### config.mk
export PLATFORM = sky130hd
export DESIGN_NAME = vscale_hasti_arbiter
export DESIGN_NICKNAME = d
export VERILOG_FILES = /design/src/rtl/vscale_hasti_arbiter.sv
export SDC_FILE = /design/constraint.sdc
export NUM_CORES = 1
export LEC_CHECK = 0
export BUFFER_PORTS_ARGS = -buffer_cell sky130_fd_sc_hd__buf_4
export CORE_AREA = 2 2 131 133
export DETAILED_ROUTE_END_ITERATION = 6
export DIE_AREA = 0 0 133 135
export PLACE_DENSITY = 0.66
export SYNTH_ARGS = -nofsm -noshare
export SYNTH_HDL_FRONTEND = slang
export SYNTH_SLANG_ARGS = --single-unit
export TNS_END_PERCENT = 5
### constraint.sdc
create_clock -name hclk -period 2.08 [get_ports hclk]
set_input_delay 0.312 -clock hclk [delete_from_list [all_inputs] [get_ports hclk]]
set_output_delay 0.312 -clock hclk [all_outputs]
set_load 0.02 [all_outputs]
### src/rtl/vscale_hasti_arbiter.sv
// ============================================================================
// vscale_hasti_arbiter
// ----------------------------------------------------------------------------
// Purpose:
//   Lets two HASTI (AHB-Lite subset) masters share one slave. Port 0 is the
//   vscale instruction port, port 1 is the data port, and the slave is a
//   single vscale_hasti_sram. Address and data phases are sequenced so that
//   each master sees a protocol-correct view of the slave in which the only
//   side effect of sharing is extra stall cycles.
//
//   Each port has a one-entry hold register. An address phase that is
//   presented but cannot be issued this cycle is captured there, and the
//   master is stalled until the held transfer is issued and its data phase
//   completes. No request is ever dropped.
//
// Handshake semantics (single statement for every port):
//   A master's address phase is accepted in a cycle where its htrans[1]==1
//   and its hready==1. Once accepted it either goes straight to the slave
//   as a NONSEQ or is parked in that port's hold register. A master's data
//   phase completes in the cycle its hready==1 while it owns the slave data
//   phase. The slave accepts an address phase and completes a data phase
//   only in cycles where s_hready==1.
//
// Configuration:
//   VSCALE_HASTI_ARB_RR_EN
//     undefined : fixed priority, port 1 (dmem) beats port 0 (imem).
//     defined   : round-robin; a 'last granted' register (reset to 1) moves
//                 on every grant and the other port wins on contention.
//
// Ports:
//   hclk, hresetn            clock, asynchronous active-low reset
//   mN_haddr/hwrite/hsize/
//   hburst/hmastlock/hprot/
//   htrans                   master N address phase
//   mN_hwdata                master N write data (data phase)
//   mN_hrdata                read data, broadcast from the slave
//   mN_hready                per-master ready
//   mN_hresp                 per-master response (only the data-phase owner)
//   s_haddr ... s_htrans     address phase to the slave
//   s_hwdata                 write data of the data-phase owner
//   s_hrdata/hready/hresp    slave response
// ============================================================================
module vscale_hasti_arbiter (
  input  logic        hclk,
  input  logic        hresetn,

  // port 0 : imem
  input  logic [31:0] m0_haddr,
  input  logic        m0_hwrite,
  input  logic [2:0]  m0_hsize,
  input  logic [2:0]  m0_hburst,
  input  logic        m0_hmastlock,
  input  logic [3:0]  m0_hprot,
  input  logic [1:0]  m0_htrans,
  input  logic [31:0] m0_hwdata,
  output logic [31:0] m0_hrdata,
  output logic        m0_hready,
  output logic        m0_hresp,

  // port 1 : dmem
  input  logic [31:0] m1_haddr,
  input  logic        m1_hwrite,
  input  logic [2:0]  m1_hsize,
  input  logic [2:0]  m1_hburst,
  input  logic        m1_hmastlock,
  input  logic [3:0]  m1_hprot,
  input  logic [1:0]  m1_htrans,
  input  logic [31:0] m1_hwdata,
  output logic [31:0] m1_hrdata,
  output logic        m1_hready,
  output logic        m1_hresp,

  // shared slave
  output logic [31:0] s_haddr,
  output logic        s_hwrite,
  output logic [2:0]  s_hsize,
  output logic [2:0]  s_hburst,
  output logic        s_hmastlock,
  output logic [3:0]  s_hprot,
  output logic [1:0]  s_htrans,
  output logic [31:0] s_hwdata,
  input  logic [31:0] s_hrdata,
  input  logic        s_hready,
  input  logic        s_hresp
);

  localparam logic [1:0] HTRANS_IDLE   = 2'b00;
  localparam logic [1:0] HTRANS_NONSEQ = 2'b10;
  localparam logic [2:0] HBURST_SINGLE = 3'b000;

  // Address-phase fields that have to be carried to the slave. htrans and
  // hburst are not stored: every issued transfer becomes a NONSEQ SINGLE.
  typedef struct packed {
    logic [31:0] addr;
    logic        write;
    logic [2:0]  size;
    logic        mastlock;
    logic [3:0]  prot;
  } aphase_t;

  localparam aphase_t APHASE_ZERO = '0;

  // --------------------------------------------------------------------------
  // State
  // --------------------------------------------------------------------------
  aphase_t r_hold0;
  aphase_t r_hold1;
  logic    r_hold_v0;
  logic    r_hold_v1;
  logic    r_dval;       // a data phase is in progress on the slave
  logic    r_down;       // port that owns that data phase
  logic    r_sel_port;   // address mux select used in the last cycle
  logic    r_sel_hold;   // last mux select pointed at the hold register
`ifdef VSCALE_HASTI_ARB_RR_EN
  logic    r_last;       // port granted most recently
`endif

  // --------------------------------------------------------------------------
  // Combinational signals
  // --------------------------------------------------------------------------
  aphase_t w_live0;
  aphase_t w_live1;
  aphase_t w_ap;
  logic    w_m0_hready;
  logic    w_m1_hready;
  logic    w_req0;       // live request on port 0
  logic    w_req1;       // live request on port 1
  logic    w_pend0;
  logic    w_pend1;
  logic    w_prio1;      // port 1 wins if both ports are pending
  logic    w_gnt0;
  logic    w_gnt1;
  logic    w_gnt_any;
  logic    w_sel_port;
  logic    w_sel_hold;
  logic    w_unused;

  // htrans[0] (SEQ vs NONSEQ) and hburst are intentionally ignored.
  assign w_unused = ^{m0_htrans[0], m1_htrans[0], m0_hburst, m1_hburst};

  assign w_live0 = '{addr: m0_haddr, write: m0_hwrite, size: m0_hsize,
                     mastlock: m0_hmastlock, prot: m0_hprot};
  assign w_live1 = '{addr: m1_haddr, write: m1_hwrite, size: m1_hsize,
                     mastlock: m1_hmastlock, prot: m1_hprot};

  // Ready only depends on registers and s_hready, so the live-request terms
  // below do not form a combinational loop through the masters.
  // The data-phase owner follows the slave; any other port is stalled while
  // it has a parked request.
  assign w_m0_hready = (r_dval && (r_down == 1'b0)) ? s_hready : ~r_hold_v0;
  assign w_m1_hready = (r_dval && (r_down == 1'b1)) ? s_hready : ~r_hold_v1;

  assign w_req0  = m0_htrans[1] & w_m0_hready;
  assign w_req1  = m1_htrans[1] & w_m1_hready;
  assign w_pend0 = r_hold_v0 | w_req0;
  assign w_pend1 = r_hold_v1 | w_req1;

`ifdef VSCALE_HASTI_ARB_RR_EN
  // The port that was not granted last time goes first.
  assign w_prio1 = (r_last == 1'b0);
`else
  assign w_prio1 = 1'b1;
`endif

  // Arbitration only happens when the slave can take an address phase.
  // Reset also blocks grants so nothing reaches the slave while it is held.
  always_comb begin
    w_gnt0 = 1'b0;
    w_gnt1 = 1'b0;
    if (hresetn && s_hready) begin
      if (w_pend1 && (!w_pend0 || w_prio1)) begin
        w_gnt1 = 1'b1;
      end else if (w_pend0) begin
        w_gnt0 = 1'b1;
      end
    end
  end

  assign w_gnt_any = w_gnt0 | w_gnt1;

  // Without a grant the select from the previous cycle is reused, so the
  // address bus does not wander while the slave is stalled or idle.
  always_comb begin
    w_sel_port = r_sel_port;
    w_sel_hold = r_sel_hold;
    if (w_gnt1) begin
      w_sel_port = 1'b1;
      w_sel_hold = r_hold_v1;
    end else if (w_gnt0) begin
      w_sel_port = 1'b0;
      w_sel_hold = r_hold_v0;
    end
  end

  always_comb begin
    w_ap = w_live0;
    case ({w_sel_port, w_sel_hold})
      2'b00:   w_ap = w_live0;
      2'b01:   w_ap = r_hold0;
      2'b10:   w_ap = w_live1;
      default: w_ap = r_hold1;
    endcase
  end

  // --------------------------------------------------------------------------
  // Slave-side outputs
  // --------------------------------------------------------------------------
  always_comb begin
    s_haddr     = '0;
    s_hwrite    = 1'b0;
    s_hsize     = '0;
    s_hburst    = HBURST_SINGLE;
    s_hmastlock = 1'b0;
    s_hprot     = '0;
    s_htrans    = HTRANS_IDLE;
    s_hwdata    = '0;
    // While reset is asserted the slave sees an all-zero IDLE bus.
    if (hresetn) begin
      s_haddr     = w_ap.addr;
      s_hwrite    = w_ap.write;
      s_hsize     = w_ap.size;
      s_hmastlock = w_ap.mastlock;
      s_hprot     = w_ap.prot;
      s_htrans    = w_gnt_any ? HTRANS_NONSEQ : HTRANS_IDLE;
      s_hwdata    = r_down ? m1_hwdata : m0_hwdata;
    end
  end

  // --------------------------------------------------------------------------
  // Master-side outputs
  // --------------------------------------------------------------------------
  assign m0_hready = w_m0_hready;
  assign m1_hready = w_m1_hready;
  assign m0_hresp  = r_dval & (r_down == 1'b0) & s_hresp;
  assign m1_hresp  = r_dval & (r_down == 1'b1) & s_hresp;
  assign m0_hrdata = s_hrdata;
  assign m1_hrdata = s_hrdata;

  // --------------------------------------------------------------------------
  // Data-phase tracking and address select
  // --------------------------------------------------------------------------
  always_ff @(posedge hclk or negedge hresetn) begin
    if (!hresetn) begin
      r_dval     <= 1'b0;
      r_down     <= 1'b0;
      r_sel_port <= 1'b0;
      r_sel_hold <= 1'b0;
    end else begin
      if (w_gnt_any) begin
        r_dval <= 1'b1;
        r_down <= w_gnt1;
      end else if (s_hready) begin
        r_dval <= 1'b0;
      end
      r_sel_port <= w_sel_port;
      r_sel_hold <= w_sel_hold;
    end
  end

  // --------------------------------------------------------------------------
  // Hold registers. A port can never have a parked entry and an accepted
  // live request together, because the parked entry drives its hready low
  // (or it is the owner and the slave is stalled). The entry contents are
  // left in place after issue so a reused select still sees a stable value.
  // --------------------------------------------------------------------------
  always_ff @(posedge hclk or negedge hresetn) begin
    if (!hresetn) begin
      r_hold_v0 <= 1'b0;
      r_hold0   <= APHASE_ZERO;
    end else if (w_gnt0 && r_hold_v0) begin
      r_hold_v0 <= 1'b0;
    end else if (w_req0 && !w_gnt0) begin
      r_hold_v0 <= 1'b1;
      r_hold0   <= w_live0;
    end
  end

  always_ff @(posedge hclk or negedge hresetn) begin
    if (!hresetn) begin
      r_hold_v1 <= 1'b0;
      r_hold1   <= APHASE_ZERO;
    end else if (w_gnt1 && r_hold_v1) begin
      r_hold_v1 <= 1'b0;
    end else if (w_req1 && !w_gnt1) begin
      r_hold_v1 <= 1'b1;
      r_hold1   <= w_live1;
    end
  end

`ifdef VSCALE_HASTI_ARB_RR_EN
  // Reset value 1 lets imem win the first contention after reset.
  always_ff @(posedge hclk or negedge hresetn) begin
    if (!hresetn) begin
      r_last <= 1'b1;
    end else if (w_gnt_any) begin
      r_last <= w_gnt1;
    end
  end
`endif

endmodule

==> results.ini, run 1 <==
[power_and_ir_drop]
p_seq_share_pct=36.2
power.share.clock_pct=23.6
finalPower_mw=7.23
switching_share_pct=32.8
leakage_nw=3.78
power_density_nw_per_um2=939
vdd_drop_max_uv=589
p_int_mw=4.86
netSwitchingPower_mw=2.38
p_comb_share_pct=40.2

[yosys]
synth_common_cells=mux2i_1 (114), dfrtp_1 (88), mux2_1 (82), buf_4 (69), o22ai_1 (41)
synthCells=495
yosysMostFrequentCell=mux2i_1
synth_top_family_by_area=multiplexers
yosysSeqAreaShare_pct=38.4
ys_warn_count=0
yosys.area_share.xor_xnor_pct=0
syn_area_per_cell_um2=11.6
synth_cell_type_count=31
synthAdderAreaFrac_pct=0
synth_edf_count=0
yosys.area.top_type=dfrtp_1
synth_area_leaders=dfrtp_1 (38%), mux2i_1 (20%), mux2_1 (16%)
synth_ff_type=dfrtp_1
synth-seq-cells=88
syn-cell-area_um2=5740
synth_top_area_share_pct=38.4
synth.mux.area_fraction_pct=36.4
synth-async-reset-ratio_pct=100
synthSimpleGateAreaFrac_pct=5.19
synth_compound_area_share_pct=6.63

[worst_setup_path]
crit_path_end_kind=output port
r2r_cells=5
critPathKind=flip-flop to output port
cp.required_ns=1.77
r2r_setup_slack_ns=0.28
cp_data_arrival_time_ns=2.00
crit_fanout=16
startpoint_type=flip-flop

[cts]
clk_pin_slew_ns=0.07
cts_buffers=9
clkLatencyLatePin_ns=0.34
cts_sinks=88
cts_tree=yes
clockBufferDepth=2
cts.htree.levels=3
cts-root-buf=clkbuf_16

[placement]
gp_congestion=0.784
numPortBuffers=229
place_hpwl_um=13500

[global_route]
grt_use_met3_pct=6.94
grt_max_degree=64
grt_pass1_vias=4726
grt_first_pass_wirelength_um=26400
antenna_found_initial=1
grtUsageTotal_pct=18.8
busiest_layer=met2
gr-total-overflow=0
use_met1_pct=20.8
met2_usage_pct=34.0

[layout]
fin_nets=856
area_growth_pct=34.3
fillers=1516
drive_gt1_share_pct=43.0

[floorplan]
rows=47
ios=338
chipHeight_um=135
die_w_um=133
core_um2=16400
die_area_um2=18000
start_util_pct=35.0

[sta]
worst_pin_slew_ns=0.727
slew_viol_final=0
slew_headroom_pct=51.5
setup_viol=41
finalCriticalPeriod_ns=2.31
hold_violations=0
fmax_ghz=0.433
fin_ws_ns=-0.229
fin_crit_sh_pct=111
whs_ns=0.0120
clock_skew_ns=0.0111
tns_ns=-7.23
rsz0062_at_grt=true

[routing]
initialDrtViolationCount=161
ant_nets=0
drc=0
vias_per_cell=4.98
first_pass_iters=4
wire_per_inst_um=19.5
routed_wl_um=17400
vias=4431

[job]
max_cap_violations=0

[min_path]
hold_class=input pin to asynchronous set/reset pin

[run_status]
failed_checks=negative setup slack
status=complete, but fails checks

==> timing repair <==
| action | 4_1_cts | 5_1_grt |
|---|---|---|
| hold buffers | 1 | 0 |
| hold endpoints to repair | 2 | 0 |
| pin swaps | 26 | 3 |
| gates resized for setup | 1 | 3 |
| setup endpoints to repair | 42 | 41 |
| setup buffers | 0 | 0 |
==> critical path: stages, from the launching register on <==
cell and delay (ns):
dfrtp_1 0.38, o211a_1 0.27, a21oi_4 0.14, buf_12 0.17, buf_12 0.18, mux2i_1 0.22
o22ai_1 0.11, buf_4 0.17
==> layer usage <==
layer	routed length, µm	vias up
li1	-	2056
met1	6350	2134
met2	9120	224
met3	1630	17
met4	255	0
met5	0	-
==> area by class of cell <==
class / count / area, µm² / area share, %
diodes: 1 / 2.50 / 0.0325
clock buffers: 12 / 267 / 3.46
clock inverters: 4 / 51.3 / 0.666
inverters: 3 / 11.3 / 0.146
multi-input cells: 304 / 2800 / 36.3
flip-flops and latches: 88 / 2200 / 28.6
well taps: 220 / 275 / 3.57
repair buffers: 258 / 2090 / 27.2
==> cell families after synthesis <==
family                 after synthesis
AO/OA/AOI/OAI                       54
buffers and inverters              106
flip-flops                          88
multiplexers                       197
other                                1
AND/OR/NAND/NOR                     49
==> power groups by stage <==
stage	clock [mW]	combinational, mW	sequential, mW
after global placement	0	2.86	2.59
after detailed placement	0	2.93	2.64
after floorplan	0	2.03	2.54
after global routing	1.82	3.14	2.69
final	1.70	2.91	2.62
after CTS	1.75	2.94	2.61
==> metrics by stage <==
stage / util [%] / instance area (µm²) / setup slack, ns / instances
after floorplan: - / 5750 / 0.149 / 498
after global placement: 44.8 / 7360 / 0.0657 / 872
after detailed placement: 44.8 / 7360 / 0.0441 / 872
after CTS: 46.9 / 7690 / -0.245 / 889
after global routing: 46.9 / 7700 / -0.315 / 889
final: 47.0 / 7700 / -0.229 / 890
==> layout by cell type, fill, tap and decap left out, types with 2 or more instances in the layout <==
cell and instances:
buf_4 244, mux2i_1 112, dfrtp_1 87, mux2_1 82, o22ai_1 41, nor2b_1 33, buf_12 12, clkbuf_16 9
nor2_1 6, conb_1 4, a21o_1 3, clkbuf_8 3, nand2_2 2, nand2b_1 2, o211ai_1 2, nand3_2 2
mux2i_2 2, inv_1 2
==> sequential cells by signal, indices dropped and copies added (netlist names) <==
signal      count
r_sel_hold      1
r_hold1        41
r_down          1
r_sel_port      1
r_hold0        41
r_hold_v0       1
r_dval          1
r_hold_v1       1
==> worst paths after layout <==
| path | to | from |
|---|---|---|
| max | s_haddr[15] | r_hold_v1$_DFFE_PN0P_ |
| min | r_hold1[38]$_DFFE_PN0P_ | hresetn |
| max reg2reg | r_hold0[38]$_DFFE_PN0P_ | r_down$_DFFE_PN0P_ |
| min reg2reg | r_hold0[31]$_DFFE_PN0P_ | r_hold0[31]$_DFFE_PN0P_ |
| max in group asynchronous | r_hold1[12]$_DFFE_PN0P_ | hresetn |
| min in group hclk | r_hold1[0]$_DFFE_PN0P_ | m1_hprot[0] |
Note: power is estimated with default switching activity, not from simulation.
==> inputs of run 2 (changes only) <==
- CTS_BUF_LIST: not set -> sky130_fd_sc_hd__clkbuf_8
==> results.ini, run 2 (synthesis gave the netlist of run 1 again) <==
[global_route]
gr-total-overflow=0
grt_max_degree=59
antenna_found_initial=1
grt_pass1_vias=4742
grt_first_pass_wirelength_um=26500
grtUsageTotal_pct=19.0

[layout]
multi_input_area_um2=2800
fillers=1529
area_growth_pct=32.8
drive_gt1_share_pct=43.1
final_common_cell=buf_4
seq_area_um2=2200
design_area_um2=7620
fin_nets=857
mostFrequentLayoutCells=buf_4 (244), mux2i_1 (111), dfrtp_1 (87), mux2_1 (82), o22ai_1 (41)
reg_top3=r_hold0: 41 flops, r_hold1: 41 flops

[cts]
cts_tree=yes
clkLatencyLatePin_ns=0.37
clockBufferDepth=2
cts.htree.levels=3
cts_setup_buffers=0
cts_buffers=9
cts-root-buf=clkbuf_8
clk_pin_slew_ns=0.10
cts_sinks=88

[floorplan]
start_util_pct=35.0
rows=47
ios=338
die_w_um=133
chipHeight_um=135
core_um2=16400
die_area_um2=18000

[sta]
finalCriticalPeriod_ns=2.34
hold_violations=0
worst_pin_slew_ns=0.738
fin_crit_sh_pct=113
rsz0062_at_grt=true
fin_ws_ns=-0.262
clock_skew_ns=0.0115
slew_headroom_pct=50.8
setup_viol=41
fmax_ghz=0.427
slew_viol_final=0

[routing]
first_pass_iters=4
vias_per_cell=4.99
drc=0
routed_wl_um=17500
wire_per_inst_um=19.6
ant_nets=0
initialDrtViolationCount=123
vias=4443

[power_and_ir_drop]
leakage_nw=3.74
vdd_drop_max_uv=510
p_seq_share_pct=38.3
p_int_mw=4.48
switching_share_pct=34.3
netSwitchingPower_mw=2.34
power.share.clock_pct=18.9
power_density_nw_per_um2=895
p_comb_share_pct=42.8

[worst_setup_path]
crit_path_end_kind=output port
r2r_setup_slack_ns=0.28
crit_fanout=16
critPathKind=flip-flop to output port
r2r-start=r_down$_DFFE_PN0P_
cp-startpoint=r_hold_v1$_DFFE_PN0P_
cp.required_ns=1.77
r2r_cells=5
r2r_end=r_hold0[38]$_DFFE_PN0P_
cp_data_arrival_time_ns=2.03
startpoint_type=flip-flop

[placement]
place_hpwl_um=13500
numPortBuffers=229
preCtsSetupSlack_ns=0.0441
placed_area_um2=7360
gp_congestion=0.784

[job]
max_cap_violations=0

[run_status]
status=complete, but fails checks
failed_checks=negative setup slack

[min_path]
hold_class=input pin to asynchronous set/reset pin

run 2: changes by cell type in the layout (fill, tap and decap cells not counted), sizes merged:
cell and change:
buf +1
run 2: layer usage:
metal	wire length [µm]	up-vias	global-route usage (%)	share of wire [%]
met5	0	-	0.278	0
met4	248	0	5.32	1.4
met3	1610	22	6.87	9.2
met2	9180	217	34.5	52
met1	6460	2156	20.9	37
li1	-	2048	-	-
run 2: stage by stage:
stage	instances	utilization, %	hold WS, ns	TNS, ns	power (mW)
2_1_floorplan	498	-	0.0164	0	4.57
3_3_place_gp	872	44.8	0.140	0	5.45
3_5_place_dp	872	44.8	0.140	0	5.57
4_1_cts	890	46.4	0.131	-9.93	6.89
5_1_grt	890	46.4	0.144	-12.26	7.22
6_report	891	46.5	0.129	-8.66	6.82
run 2: timing repair:
| item | 4_1_cts | 5_1_grt |
|---|---|---|
| endpoints found under the setup margin | 43 | 42 |
| gates resized for setup | 1 | 3 |
| pin swaps | 26 | 3 |
| hold buffers | 2 | 0 |
| hold endpoints to repair | 30 | 0 |
run 2: area by class of cell:
cell class	instances	share of cell area (%)
Antenna cell	1	0.0328
Clock buffer	12	2.17
Clock inverter	4	0.673
Inverter	3	0.148
Multi-Input combinational cell	304	36.7
Sequential cell	88	28.9
Tap cell	220	3.61
Timing Repair Buffer	259	27.7
run 2: critical path: stages (launching register included):
cell and delay, ns:
dfrtp_1 0.39, o211a_1 0.27, a21oi_4 0.14, buf_12 0.17, buf_12 0.18, mux2i_1 0.22
o22ai_1 0.11, buf_4 0.17
run 2: worst max-delay path by stage:
stage / endpoint / depth (start not counted)
after floorplan: s_haddr[10] / 6
after global placement: s_haddr[22] / 7
after detailed placement: s_haddr[14] / 8
after CTS: s_haddr[15] / 7
after global routing: s_haddr[11] / 7
final: s_haddr[15] / 7
run 2: power groups by stage:
stage          Sequential, mW  Combinational, mW  Clock, mW
6_report                 2.61               2.92       1.29
5_1_grt                  2.68               3.14       1.39
4_1_cts                  2.61               2.95       1.33
3_5_place_dp             2.64               2.93          0
3_3_place_gp             2.59               2.86          0
2_1_floorplan            2.54               2.03          0
==> inputs of run 3 (changes only) <==
- PLACE_DENSITY: 0.66 -> not set
- PLACE_DENSITY_LB_ADDON: not set -> 0.1
==> results.ini, run 3 (synthesis gave the netlist of run 1 again) <==
[layout]
reg_top3=r_hold0: 41 flops, r_hold1: 41 flops
diodes=0
mostFrequentLayoutCells=buf_4 (245), mux2i_1 (112), dfrtp_1 (87), mux2_1 (82), o22ai_1 (41)
area_growth_pct=34.0
fillers=1522
multi_input_area_um2=2800
fin_util_pct=46.8
drive_gt1_share_pct=43.3
seq_area_um2=2200
design_area_um2=7680
final_common_cell=buf_4
fin_nets=863

[floorplan]
ios=338
core_um2=16400
rows=47
chipHeight_um=135
start_util_pct=35.0
die_w_um=133
die_area_um2=18000

[job]
max_cap_violations=0

[power_and_ir_drop]
power_density_nw_per_um2=888
p_int_mw=4.46
p_seq_share_pct=38.1
power.share.clock_pct=18.0
netSwitchingPower_mw=2.36
vdd_drop_max_uv=468
leakage_nw=3.77
switching_share_pct=34.6
finalPower_mw=6.82
p_comb_share_pct=43.9

[worst_setup_path]
startpoint_type=flip-flop
r2r_cells=5
cp_data_arrival_time_ns=2.04
r2r_end=r_hold0[8]$_DFFE_PN0P_
critPathKind=flip-flop to output port
cp_common_cell=buf_4
cpPeakStageDelay_ns=0.41
crit_path_end_kind=output port
crit_chain=o211a_1 > a21oi_4 > buf_12 > buf_4 > mux2i_1 > o22ai_1 > buf_4
crit_fanout=8
cp.required_ns=1.77
r2r_setup_slack_ns=0.29
critPathSlowestCell=dfrtp_1
r2r-start=r_down$_DFFE_PN0P_

[sta]
hold_violations=0
clock_skew_ns=0.0207
tns_ns=-9.31
fmax_ghz=0.425
setup_viol=41
slew_viol_final=0
finalCriticalPeriod_ns=2.35
worst_pin_slew_ns=0.639
rsz0062_at_grt=true
slew_headroom_pct=57.4
fin_ws_ns=-0.270
fin_crit_sh_pct=113

[routing]
first_pass_iters=4
wire_per_inst_um=19.7
initialDrtViolationCount=128
vias=4433
wl_met3_um=1720
route.met2.wl_um=8450
vias_per_cell=4.95
ant_nets=0
drc=0
wl_met1_um=7110
top_layer_used=met5
routed_wl_um=17600

[global_route]
gr-total-overflow=0
antenna_found_initial=0
grt_pass1_vias=4829
grtUsageTotal_pct=19.4
grt_max_degree=51
grt_first_pass_wirelength_um=26800

[cts]
cts_buffers=9
clkLatencyLatePin_ns=0.37
cts.htree.levels=3
cts_sinks=88
clockBufferDepth=2
cts_tree=yes
cts-root-buf=clkbuf_8
clk_pin_slew_ns=0.09

[min_path]
hold_class=input pin to asynchronous set/reset pin

[placement]
numPortBuffers=229
gp_congestion=0.797
placed_area_um2=7370
place_hpwl_um=13400

[run_status]
failed_checks=negative setup slack
status=complete, but fails checks

[run 3: cell count changes in the layout (fill, tap and decap cells not counted)]
cell | before | now
buf_6 | 1 | 3
clkbuf_8 | 12 | 10
dlygate4sd3_1 | 1 | 3
buf_16 | 0 | 1
buf_4 | 244 | 245
clkinv_2 | 1 | 2
clkinv_4 | 1 | 2
clkinvlp_4 | 1 | 0
diode_2 | 1 | 0
inv_6 | 0 | 1
mux2i_1 | 111 | 112
mux2i_2 | 3 | 2
nand3_1 | 1 | 0
nand3_2 | 1 | 2
[run 3: per-layer routing]
metal | vias up | GRT usage [%]
li1 | 2066 | -
met2 | 195 | 32.4
met4 | 2 | 5.44
met3 | 22 | 8.63
met1 | 2148 | 22.5
met5 | - | 2.50
[run 3: through the flow]
stage          setup WS, ns  hold slack, ns  instances
6_report             -0.270           0.150        896
5_1_grt              -0.409           0.140        896
4_1_cts              -0.308           0.143        896
3_5_place_dp         0.0531           0.133        873
3_3_place_gp         0.0537           0.129        873
2_1_floorplan         0.149          0.0164        498
[run 3: power by group through the flow]
stage / combinational [mW] / clock, mW / sequential [mW]
after floorplan: 2.03 / 0 / 2.54
after global placement: 2.90 / 0 / 2.59
after detailed placement: 2.96 / 0 / 2.64
after CTS: 3.03 / 1.28 / 2.60
after global routing: 3.23 / 1.36 / 2.67
final: 2.99 / 1.23 / 2.60
[run 3: how the worst max path moves through the flow]
stage                                      from     endpoint  slack [ns]  cells after the start
after detailed placement                hresetn   s_haddr[3]        0.05                      8
after global routing      r_hold_v1$_DFFE_PN0P_  s_haddr[18]       -0.41                      7
after CTS                 r_hold_v1$_DFFE_PN0P_  s_haddr[11]       -0.31                      7
after global placement             m0_htrans[1]  s_haddr[24]        0.05                      8
after floorplan           r_hold_v1$_DFFE_PN0P_  s_haddr[10]        0.15                      6
final                     r_hold_v1$_DFFE_PN0P_   s_haddr[5]       -0.27                      7
[run 3: cell type report]
type,count,area share (%)
multi-input cells,304,36.4
flip-flops and latches,88,28.7
repair buffers,265,28.5
well taps,220,3.58
clock buffers,10,1.79
clock inverters,6,0.863
inverters,3,0.147
[run 3: repair_timing]
action                                 in CTS  in global routing
hold buffers                                3                  0
cloned                                      1                  0
pin swaps                                  26                  3
setup endpoints to repair                  41                 41
buffers inserted                            3                  0
gates resized for setup                     7                  2
endpoints found under the hold margin       4                  0
[run 3: worst max-delay path, delay by kind of cell (launching register included)]
| family | cells | cell delay [ns] |
|---|---|---|
| flip-flops | 1 | 0.41 |
| multiplexers | 1 | 0.20 |
| buffers and inverters | 3 | 0.51 |
| AO/OA/AOI/OAI | 3 | 0.57 |
